`src/rtl/adc_scan_sequencer.sv`:
```
// Scan scheduler: walks the enabled ADC mux channels, settles, runs one SAR conversion (or four with ADC_AVG4_EN) and emits {channel, result}.
// Latency: SETTLE+12 cycles per channel start-to-handshake (plus 33 more with ADC_AVG4_EN), plus however long downstream holds off.
// Backpressure: a held result blocks the next SETTLE/conversion until res_ready; nothing is dropped. Optional macro: ADC_AVG4_EN.
module adc_scan_sequencer #(
    parameter int NCH    = 4,
    parameter int CHW    = 2,
    parameter int SETTLE = 4
) (
    input  logic           i_clk,
    input  logic           i_rst_n,
    input  logic           i_enable,
    input  logic           i_start,
    input  logic           i_continuous,
    input  logic [NCH-1:0] i_ch_mask,
    output logic           o_adc_go,
    input  logic           i_adc_valid,
    input  logic [7:0]     i_adc_result,
    output logic [CHW-1:0] o_mux_sel,
    output logic           o_res_valid,
    input  logic           i_res_ready,
    output logic [CHW-1:0] o_res_ch,
    output logic [7:0]     o_res_data,
    output logic           o_busy,
    output logic           o_scan_done
);

    localparam int CNTW = (SETTLE > 1) ? $clog2(SETTLE) : 1;

    typedef enum logic [2:0] {
        S_IDLE,
        S_SETTLE,
        S_CONVERT,
        S_RELEASE,
        S_OUTPUT
    } state_t;

    state_t           r_state;
    logic [CNTW-1:0]  r_cnt;
    logic [NCH-1:0]   r_mask;
    logic [CHW-1:0]   r_mux_sel;
    logic             r_go;
    logic             r_res_valid;
    logic [CHW-1:0]   r_res_ch;
    logic [7:0]       r_res_data;
    logic             r_busy;
    logic             r_scan_done;

`ifdef ADC_AVG4_EN
    logic [9:0]       r_acc;
    logic [1:0]       r_conv_cnt;
    logic [9:0]       w_acc_sum;

    assign w_acc_sum = r_acc + {2'b00, i_adc_result};
`endif

    logic [CHW-1:0]   w_first_ch;
    logic [CHW-1:0]   w_next_ch;
    logic             w_next_any;

    // Lowest enabled channel of the live mask, used when a scan (re)starts
    always_comb begin
        w_first_ch = '0;
        for (int i = NCH - 1; i >= 0; i--) begin
            if (i_ch_mask[i]) begin
                w_first_ch = CHW'(i);
            end
        end
    end

    // Next enabled channel above the current one in the mask latched at scan start
    always_comb begin
        w_next_ch  = '0;
        w_next_any = 1'b0;
        for (int i = NCH - 1; i >= 0; i--) begin
            if (r_mask[i] && (i > int'(r_mux_sel))) begin
                w_next_ch  = CHW'(i);
                w_next_any = 1'b1;
            end
        end
    end

    // Scan FSM with all outputs registered; enable low aborts from any state
    always_ff @(posedge i_clk or negedge i_rst_n) begin
        if (!i_rst_n) begin
            r_state     <= S_IDLE;
            r_cnt       <= '0;
            r_mask      <= '0;
            r_mux_sel   <= '0;
            r_go        <= 1'b0;
            r_res_valid <= 1'b0;
            r_res_ch    <= '0;
            r_res_data  <= '0;
            r_busy      <= 1'b0;
            r_scan_done <= 1'b0;
`ifdef ADC_AVG4_EN
            r_acc       <= '0;
            r_conv_cnt  <= '0;
`endif
        end else begin
            r_scan_done <= 1'b0;
            if (!i_enable) begin
                // Abort drops any held result and never reports scan completion
                r_state     <= S_IDLE;
                r_go        <= 1'b0;
                r_res_valid <= 1'b0;
                r_busy      <= 1'b0;
            end else begin
                case (r_state)
                    S_IDLE: begin
                        if (i_start && (|i_ch_mask)) begin
                            r_mask    <= i_ch_mask;
                            r_mux_sel <= w_first_ch;
                            r_cnt     <= CNTW'(SETTLE - 1);
                            r_busy    <= 1'b1;
                            r_state   <= S_SETTLE;
                        end
                    end
                    S_SETTLE: begin
`ifdef ADC_AVG4_EN
                        // SETTLE is only visited once per channel, so it doubles as channel entry
                        r_acc      <= '0;
                        r_conv_cnt <= '0;
`endif
                        if (r_cnt == '0) begin
                            r_go    <= 1'b1;
                            r_state <= S_CONVERT;
                        end else begin
                            r_cnt <= r_cnt - 1'b1;
                        end
                    end
                    S_CONVERT: begin
                        if (i_adc_valid) begin
                            r_go     <= 1'b0;
                            r_res_ch <= r_mux_sel;
`ifdef ADC_AVG4_EN
                            r_acc <= w_acc_sum;
                            if (r_conv_cnt == 2'd3) begin
                                r_res_data <= w_acc_sum[9:2];
                            end
`else
                            r_res_data <= i_adc_result;
`endif
                            r_state <= S_RELEASE;
                        end
                    end
                    S_RELEASE: begin
                        // go stays low here for one cycle so the controller drops back to wait
`ifdef ADC_AVG4_EN
                        if (r_conv_cnt == 2'd3) begin
                            r_res_valid <= 1'b1;
                            r_state     <= S_OUTPUT;
                        end else begin
                            r_conv_cnt <= r_conv_cnt + 2'd1;
                            r_go       <= 1'b1;
                            r_state    <= S_CONVERT;
                        end
`else
                        r_res_valid <= 1'b1;
                        r_state     <= S_OUTPUT;
`endif
                    end
                    S_OUTPUT: begin
                        if (i_res_ready) begin
                            r_res_valid <= 1'b0;
                            if (w_next_any) begin
                                r_mux_sel <= w_next_ch;
                                r_cnt     <= CNTW'(SETTLE - 1);
                                r_state   <= S_SETTLE;
                            end else begin
                                r_scan_done <= 1'b1;
                                if (i_continuous && (|i_ch_mask)) begin
                                    r_mask    <= i_ch_mask;
                                    r_mux_sel <= w_first_ch;
                                    r_cnt     <= CNTW'(SETTLE - 1);
                                    r_state   <= S_SETTLE;
                                end else begin
                                    r_busy  <= 1'b0;
                                    r_state <= S_IDLE;
                                end
                            end
                        end
                    end
                    default: begin
                        r_state <= S_IDLE;
                    end
                endcase
            end
        end
    end

    assign o_adc_go    = r_go;
    assign o_mux_sel   = r_mux_sel;
    assign o_res_valid = r_res_valid;
    assign o_res_ch    = r_res_ch;
    assign o_res_data  = r_res_data;
    assign o_busy      = r_busy;
    assign o_scan_done = r_scan_done;

endmodule
```
`config.mk`:
```
export PLATFORM = sky130hd
export DESIGN_NAME = adc_scan_sequencer
export DESIGN_NICKNAME = d
export VERILOG_FILES = /design/src/rtl/adc_scan_sequencer.sv
export SDC_FILE = /design/constraint.sdc
export NUM_CORES = 1
export LEC_CHECK = 0
export ABC_CLOCK_PERIOD_IN_PS = 5600
export BUFFER_PORTS_ARGS = -buffer_cell sky130_fd_sc_hd__buf_4
export CORE_AREA = 10 10 48 77
export DETAILED_ROUTE_END_ITERATION = 7
export DIE_AREA = 0 0 58 87
export PLACE_DENSITY = 0.79
export SLEW_MARGIN = 15
export SYNTH_ARGS = -nofsm -noshare
export SYNTH_HDL_FRONTEND = slang
export SYNTH_SLANG_ARGS = --single-unit
```
`constraint.sdc`:
```
create_clock -name i_clk -period 5.6 [get_ports i_clk]
set_input_delay 0.56 -clock i_clk [delete_from_list [all_inputs] [get_ports i_clk]]
set_output_delay 0.56 -clock i_clk [all_outputs]
set_load 0.01 [all_outputs]
```
==> reports/qor.csv, run 1 <==
metric,value,unit
firstDrtPassIters,4,
rows,24,
crit_chain,inv_1 > ha_1 > a21oi_1 > a21oi_1 > or3b_1 > a221oi_2 > mux2_1,
rsz0062_at_grt,false,
yosys.cell_types.count,40,
clkLatencyLatePin,270,ps
cts_inserted_buffers,3,
grt_pass1_vias,1091,
routed.top_layer,met4,
holdBufCountCts,0,
netlist_instances,122,
route.met2.wl,1660,um
outcome,completed,
antenna_found_initial,0,
synth_warnings,0,
grt.total_usage,11.9,%
avgSynthCellArea,10.4,sq um
worstMarginPinSlew,558,ps
layout_common_cells,"34 x buf_4, 24 x dfrtp_1, 12 x nand2_1",
synthesis.area,1260,sq um
internal_power,374,uW
die_w,58,um
drtIter0Drc,19,
ant_nets,0,
die_area,5050,sq um
path_max_fanout,3,
vias,1016,
power.net_switching,161,uW
fin_crit_sh,34.8,%
synthArstFlopShare,100,%
crit_required,5750,ps
grt_max_degree,25,
syn_nets,142,
wl_met1,1140,um
period_needed,1950,ps
cts.path.max_buffers,2,
via_per_inst,5.64,
setup_violations,0,
htreeDepth,1,
place.port_buffers,34,
crit_type,reg2reg,
drc,0,
grt_pass1_wl,4930,um
slowest_delay,370,ps
io_pins,35,
crit_path_top_delay_cell,or3b_1,
crit_path_frequent_cell,a21oi_1,
tritoncts,built,
power_density,336,nW/um^2
crit_family,compound AO/OA/AOI/OAI gates,
power,535,uW
final_common_cell,buf_4,
core,2460,sq um
min_path_type,in2async,
routabilityCongestion,0.917,
skew,2.73,ps
clkPwrFrac,28.6,%
slew_violations,0,
placed_area,1520,sq um
max_freq,0.514,GHz
cts_root_buf,clkbuf_8,
hold_viol,0,
worst-path-buf-inv,1,
wl_met3,169,um
crit_arrival,2100,ps
syn2layout_area_growth,25.8,%
cp-end-kind,flip-flop,
fin_area,1590,sq um
synth_seq_cells,24,
switching_share,30.0,%
grt_overflow,0,
setup-tns-final,0,ps
dp_cells,176,
ys.flop_type,dfrtp_1,
max_cap_violations,0,
dp.final_hpwl,2350,um
fin_cells,180,
critPathLaunchType,flip-flop,
cts_resized,0,
comb_power_share,27.9,%
drt-total-wl,2990,um
p_leak,0.784,nW
die_height,87,um
pwr-share-seq,43.4,%
relSlewSlack,62.7,%
post-cts-setup-buffers,0,
cts.sinks,24,
yosysSeqAreaShare,47.5,%
synth_edf_count,0,
wl_per_cell,16.6,um
vdd_drop_max,0.297,mV
clk_pin_slew,90,ps
drive_above_1_share,35.1,%
final_nets,175,
n_antenna_cell,0,
start_util,51.4,%
[worst paths after layout]
path / startpoint / to / slack, ps / cells past startpoint
hold reg to reg: o_res_ch[0] / o_res_ch[0] / 490 / 2
max in group asynchronous: i_rst_n / o_mux_sel[1] / 5180 / 1
min in group i_clk: o_res_ch[0] / o_res_ch[0] / 490 / 2
setup / recovery: r_cnt[0] / r_cnt[0] / 3650 / 7
setup reg to reg: r_cnt[0] / r_cnt[0] / 3650 / 7
hold / removal: i_rst_n / o_busy / 180 / 1
[layer usage]
layer  track usage [%]  vias up
li1                  -      504
met3              3.51        2
met2              22.6       24
met5                 0        -
met1              11.4      486
met4              3.86        0
[area by class of cell]
| cell class | count | area [sq um] |
|---|---|---|
| clock buffers | 3 | 41.3 |
| clock inverters | 1 | 30.0 |
| fillers | 203 | 871 |
| inverters | 7 | 26.3 |
| multi-input cells | 85 | 606 |
| flip-flops and latches | 24 | 601 |
| well taps | 26 | 32.5 |
| repair buffers | 34 | 255 |
[synthesized netlist by cell type, types with 2 or more instances]
cell | number | area (sq um)
and2_1 | 2 | 12.5
nand2_1 | 12 | 45.0
a21oi_2 | 2 | 17.5
dfrtp_1 | 24 | 601
mux2_2 | 8 | 90.1
nor2_1 | 9 | 33.8
clkbuf_1 | 3 | 11.3
inv_1 | 7 | 26.3
buf_2 | 2 | 10.0
nand2b_1 | 2 | 12.5
nand3_1 | 3 | 15.0
o21ai_0 | 6 | 30.0
mux2_1 | 6 | 67.6
or3b_1 | 2 | 17.5
a21oi_1 | 9 | 45.0
[sequential cells by signal, summed over array words and instances, names as in the netlist, 2 cells and up]
| name | cells |
|---|---|
| o_res_data | 8 |
| r_mask | 3 |
| r_state | 3 |
| o_mux_sel | 2 |
| o_res_ch | 2 |
| r_cnt | 2 |
[cells by family (layout without fill, tap and decap cells)]
family | Yosys count | after routing | share of synthesized area [%]
simple gates | 40 | 40 | 17.4
fa+ha+maj | 1 | 1 | 0.989
buf+inv | 13 | 45 | 4.65
compound gates | 30 | 30 | 17.0
flops | 24 | 24 | 47.5
mux | 14 | 14 | 12.5
[metrics by stage]
step / setup WS [ps] / hold WS [ps] / util [%]
finish: 3650 / 176 / 64.6
global placement: 3620 / 466 / 61.7
floorplan: 3820 / 264 / -
CTS: 3650 / 185 / 64.6
global route: 3530 / 193 / 64.6
detailed placement: 3610 / 472 / 61.7
[power by group through the flow]
| stage | clock network (mW) | registers, mW | logic [mW] |
|---|---|---|---|
| 5_1_grt | 0.162 | 0.238 | 0.165 |
| 6_report | 0.153 | 0.232 | 0.150 |
| 2_1_floorplan | 0 | 0.237 | 0.0852 |
| 4_1_cts | 0.156 | 0.232 | 0.153 |
| 3_3_place_gp | 0 | 0.234 | 0.148 |
| 3_5_place_dp | 0 | 0.236 | 0.152 |
Note: power is estimated with default switching activity, not from simulation.
==> run 2, diff against run 1 <==
- ABC_CLOCK_PERIOD_IN_PS: 5600 -> 1800
- CORE_AREA: 10 10 48 77 -> 10 10 49 79
- DIE_AREA: 0 0 58 87 -> 0 0 59 89
- PLACE_DENSITY: 0.79 -> 0.76
- clock period: 5.6 -> 1.8 ns (I/O delays scaled with it)
==> run 2 against run 1 <==
  * The flow now finishes with violations (negative setup slack)
  * Clock power is 130% higher
  * Worst setup slack got worse by 3700 ps
  * Clock skew fell by 0.53 ps
  * Core utilization down 0.63 points
  * First-iteration DRC count is 84% higher
  * Total power rose to 3.0 times the previous value
  * Global-route usage increased by 0.98 points
  * Cell count rose by 6.7%
  * Sequential power grew to 3.1 times the previous value
  * Sequential cell count unchanged
  * Combinational power increased to 3.6 times the previous value
  * Critical path type unchanged
  * Highest routed layer unchanged
==> reports/qor.csv, run 2 (synthesized netlist as in run 1, its figures left out) <==
metric,value,unit,change
rsz0062_at_grt,true,,
outcome,"finished, violations left",,
drive_above_1_share,41.2,%,+6.1 points
setup_violations,2,,+2
vias,1101,,+8.4%
grt_max_degree,25,,unchanged
crit_required,1950,ps,-3800 ps
crit_type,reg2reg,,
slew_violations,0,,unchanged
drtIter0Drc,35,,+16
cts.sinks,24,,unchanged
path_max_fanout,2,,-1
dp.final_hpwl,2430,um,+3.2%
io_pins,35,,unchanged
dp_cells,185,,+5.1%
cts.path.max_buffers,2,,unchanged
violations,negative setup slack,,
cts_inserted_buffers,3,,unchanged
final_nets,186,,+6.3%
worst_slack,-86.0,ps,-3740 ps
tritoncts,built,,
drt-total-wl,3060,um,+2.3%
worstMarginPinSlew,448,ps,-110 ps
max_freq,0.530,GHz,+3.2%
fin_hold_ws,143,ps,-33.7 ps
relSlewSlack,70.0,%,+7.3 points
grt.total_usage,12.8,%,+0.98 points
clkLatencyLatePin,260,ps,about the same
die_w,59,um,+1.7%
clk_pin_slew,80,ps,about the same
place.port_buffers,34,,unchanged
syn2layout_area_growth,32.9,%,
core,2630,sq um,+6.7%
drc,0,,unchanged
fin_area,1680,sq um,+5.7%
final_util,64.0,%,-0.63 points
n_antenna_cell,0,,unchanged
hold_depth,2,,
cp-end-kind,flip-flop,,
fin_crit_sh,105,%,+70 points
via_per_inst,5.73,,+1.6%
grt_pass1_wl,5410,um,+9.6%
worst-r2r-cell-count,7,,unchanged
skew,2.20,ps,-0.526 ps
grt_pass1_vias,1200,,+10%
htreeDepth,1,,unchanged
antenna_found_initial,0,,unchanged
p_leak,0.831,nW,+5.9%
ant_nets,0,,unchanged
fillers,219,,+7.9%
wl_per_cell,15.9,um,-4.1%
fin_cells,192,,+6.7%
final_common_cell,buf_4,,
placed_area,1580,sq um,+4.0%
min_path_type,in2reg,,
start_util,48.1,%,-3.2 points
r2r_slack,-90,ps,-3740 ps
power,1.62,mW,+200%
vdd_drop_max,0.610,mV,+100%
cts_root_buf,clkbuf_8,,
routabilityCongestion,0.835,,-9.0%
firstDrtPassIters,4,,unchanged
largest_register_ffs,8,,unchanged
die_height,89,um,+2.3%
crit_arrival,2040,ps,-60 ps
period_needed,1890,ps,-61.0 ps
rows,25,,+4.2%
grt_overflow,0,,unchanged
critPathLaunchType,flip-flop,,
layout_common_cells,"44 x buf_4, 24 x dfrtp_1, 12 x nand2_1",,
max_cap_violations,0,,unchanged
die_area,5250,sq um,+4.1%
hold_viol,0,,unchanged
power_density,963,nW/um^2,+190%
run 2: area by class of cell:
| class | instances | area, sq um | area share, % |
|---|---|---|---|
| timing repair buffer | 45 | 340 | 20.2 |
| inverter | 7 | 26.3 | 1.56 |
| clock buffer | 4 | 55.1 | 3.27 |
| tap | 27 | 33.8 | 2.01 |
| multi-input combinational | 85 | 626 | 37.2 |
| sequential | 24 | 601 | 35.7 |
run 2: path summary, 6_finish.rpt:
path                                      start             to
worst min register to register      o_res_ch[0]    o_res_ch[0]
max in group asynchronous               i_rst_n     r_state[2]
worst min-delay path            i_adc_result[1]  o_res_data[1]
worst max-delay path                   r_cnt[0]       r_cnt[0]
worst max register to register         r_cnt[0]       r_cnt[0]
min in group asynchronous               i_rst_n    o_res_ch[0]
run 2: power breakdown:
part	leakage, nW	switching, mW	internal (mW)	total [mW]
Clock	0.0288	0.163	0.195	0.358
Sequential	0.311	0.0798	0.639	0.719
Combinational	0.491	0.261	0.282	0.543
Total	0.831	0.504	1.12	1.62
run 2: stage by stage:
step | setup WS (ps) | setup TNS, ps
3_5_place_dp | -108 | -215
3_3_place_gp | 13.3 | 0
6_report | -86.0 | -169
4_1_cts | -76.1 | -152
2_1_floorplan | 20.3 | 0
5_1_grt | -200 | -405
run 2: worst max-delay path, stage by stage, from the launching register on:
cell and delay, ps:
dfrtp_1 360, inv_1 60, ha_2 190, a21oi_2 150, a21oi_2 40, or3b_1 370, a221oi_2 250, mux2_1 350
run 2: repair_timing:
| action | in CTS | in global routing |
|---|---|---|
| pin swaps | 3 | 4 |
| hold buffers | 1 | 0 |
| setup endpoints to repair | 2 | 5 |
| hold endpoints to repair | 24 | 0 |
| gates resized for setup | 2 | 3 |
| setup buffers | 0 | 2 |
run 2: routing by layer:
metal / routed length (um) / vias up / GRT usage (%) / part of all wire [%]
met4: 59 / 0 / 6.29 / 1.9
met1: 1070 / 533 / 12.2 / 35
met3: 217 / 7 / 3.84 / 7.1
li1: - / 519 / - / -
met2: 1710 / 42 / 23.8 / 56
met5: 0 / - / 0 / 0
==> run 3, diff against run 2 <==
- CORE_AREA: 10 10 49 79 -> 5 5 44 74
- DIE_AREA: 0 0 59 89 -> 0 0 49 79
==> run 3 against run 2 <==
  * Non-clock buffer count stayed put
  * Global-route usage is 3.9 points higher
  * The run still ends with negative setup slack left
  * Design area is 1.5% higher
  * Critical endpoint unchanged
  * First-iteration DRC count is 54% lower
  * Count of clock-buffer cells in the layout stayed put
  * Clock skew hardly changed
  * Die area is 26% lower
  * Via count is 1.9% lower
  * Total power is 2.6% higher
  * Sequential power is 2% higher
  * Worst hold slack worse by 8.6 ps
==> reports/qor.csv, run 3 (synthesized netlist as in run 1, its figures left out) <==
metric,value,unit,change
r2r-end,r_cnt[0],,
slew_violations,0,,unchanged
skew,1.81,ps,-0.394 ps
place.port_buffers,34,,unchanged
cp-end-kind,flip-flop,,
fin_crit_sh,105,%,-0.21 points
grt_max_degree,25,,unchanged
startpoint,r_cnt[1],,
min_path_type,in2reg,,
crit_required,1960,ps,about the same
holdCritStartpoint,i_adc_result[3],,
cts.sinks,24,,unchanged
drt-total-wl,2920,um,-4.5%
htreeDepth,1,,unchanged
max_cap_violations,0,,unchanged
hold_depth,2,,unchanged
crit_path_frequent_cell,a21oi_2,,
die_area,3870,sq um,-26%
die_w,49,um,-17%
cts.path.max_buffers,2,,unchanged
vias,1080,,-1.9%
cts_inserted_buffers,3,,unchanged
rsz0062_at_grt,true,,
routabilityCongestion,0.836,,+0.23%
max_freq,0.531,GHz,+0.20%
final_common_cell,buf_4,,
die_height,79,um,-11%
crit_arrival,2040,ps,about the same
rows,25,,unchanged
r2r_slack,-80,ps,about the same
via_per_inst,5.63,,-1.9%
drive_above_1_share,43.0,%,+1.8 points
clkLatencyLatePin,270,ps,about the same
slowest_delay,380,ps,about the same
dp_cells,186,,+0.54%
critPathLaunchType,flip-flop,,
clk_pin_slew,80,ps,about the same
largest_register_ffs,8,,unchanged
vdd_drop_max,0.576,mV,-5.5%
core,2630,sq um,unchanged
final_nets,186,,unchanged
drtIter0Drc,16,,-54%
ant_nets,0,,unchanged
crit_path_top_delay_cell,dfrtp_1,,
grt_pass1_wl,5180,um,-4.3%
crit_chain,inv_2 > ha_4 > a21oi_2 > a21oi_2 > or3b_1 > a221oi_2 > mux2_1,,
hold_end,o_res_data[3],,
worst_slack,-82.3,ps,+3.79 ps
period_needed,1880,ps,-3.79 ps
firstDrtPassIters,4,,unchanged
antenna_found_initial,0,,unchanged
fillers,220,,+0.46%
crit_type,reg2reg,,
final_util,65.0,%,+0.95 points
fin_cells,192,,unchanged
start_util,48.1,%,unchanged
hold_viol,0,,unchanged
relSlewSlack,70.0,%,about the same
seq_area,601,sq um,unchanged
p_leak,0.835,nW,+0.52%
layout_common_cells,"44 x buf_4, 24 x dfrtp_1, 12 x nand2_1",,
worstReg2RegStart,r_cnt[1],,
cts_root_buf,clkbuf_8,,
worstMarginPinSlew,449,ps,+0.867 ps
drc,0,,unchanged
setup_violations,2,,unchanged
worst-r2r-cell-count,7,,unchanged
grt.total_usage,16.7,%,+3.9 points
tritoncts,built,,
outcome,"finished, violations left",,
violations,negative setup slack,,
n_antenna_cell,0,,unchanged
syn2layout_area_growth,34.9,%,
grt_overflow,0,,unchanged
path_max_fanout,2,,unchanged
multi_input_area,651,sq um,+4.0%
grt_pass1_vias,1194,,-0.50%
dp.final_hpwl,2290,um,-5.6%
power_density,973,nW/um^2,+1.0%
wl_per_cell,15.2,um,-4.5%
io_pins,35,,unchanged
==> run 3: what timing repair did <==
item                                    in CTS  in global routing
endpoints found under the setup margin       2                  6
hold buffers                                 1                  0
resized for setup                            2                  8
pin swaps                                    2                  4
hold endpoints to repair                    24                  0
buffers inserted                             1                  0
==> run 3: how the worst max path moves through the flow <==
stage / to / slack [ps]
global placement: r_cnt[1] / 10
detailed placement: r_cnt[1] / -110
CTS: r_cnt[1] / -60
floorplan: r_cnt[0] / 20
global route: r_cnt[0] / -170
finish: r_cnt[0] / -80
==> run 3: cell type report <==
class	count	share of cell area, %
multi-input cells	85	38.1
flip-flops and latches	24	35.2
repair buffers	45	19.9
clock buffers	4	3.23
well taps	27	1.98
inverters	7	1.54
==> run 3: critical path, delay by kind of cell (launching register included) <==
| kind | cells | cell delay [ps] |
|---|---|---|
| compound gates | 3 | 470 |
| fa+ha+maj | 1 | 160 |
| buf+inv | 1 | 50 |
| flops | 1 | 380 |
| mux | 1 | 360 |
| simple gates | 1 | 360 |
==> run 3: layer usage <==
layer	global-route usage, %	part of all wire (%)
met1	16.2	34
met2	30.4	57
met3	4.69	5.6
met4	10.2	3.6
met5	0	0
==> run 3: metrics by stage <==
step | hold WS, ps | cell area, sq um | power, mW | setup slack (ps) | TNS, ps
finish | 134 | 1710 | 1.66 | -82.3 | -162
global route | 129 | 1710 | 1.78 | -169 | -337
detailed placement | 92.9 | 1590 | 1.24 | -110 | -220
global placement | 88.5 | 1590 | 1.21 | 13.1 | 0
CTS | 130 | 1670 | 1.62 | -58.6 | -117
floorplan | -116 | 1260 | 1.00 | 20.3 | 0
==> run 3: report_power, final <==
group,switching [mW],total (mW),internal (mW),leakage [nW]
logic,0.268,0.561,0.293,0.496
clock network,0.174,0.370,0.196,0.0288
registers,0.0916,0.731,0.639,0.311
total,0.533,1.66,1.13,0.835
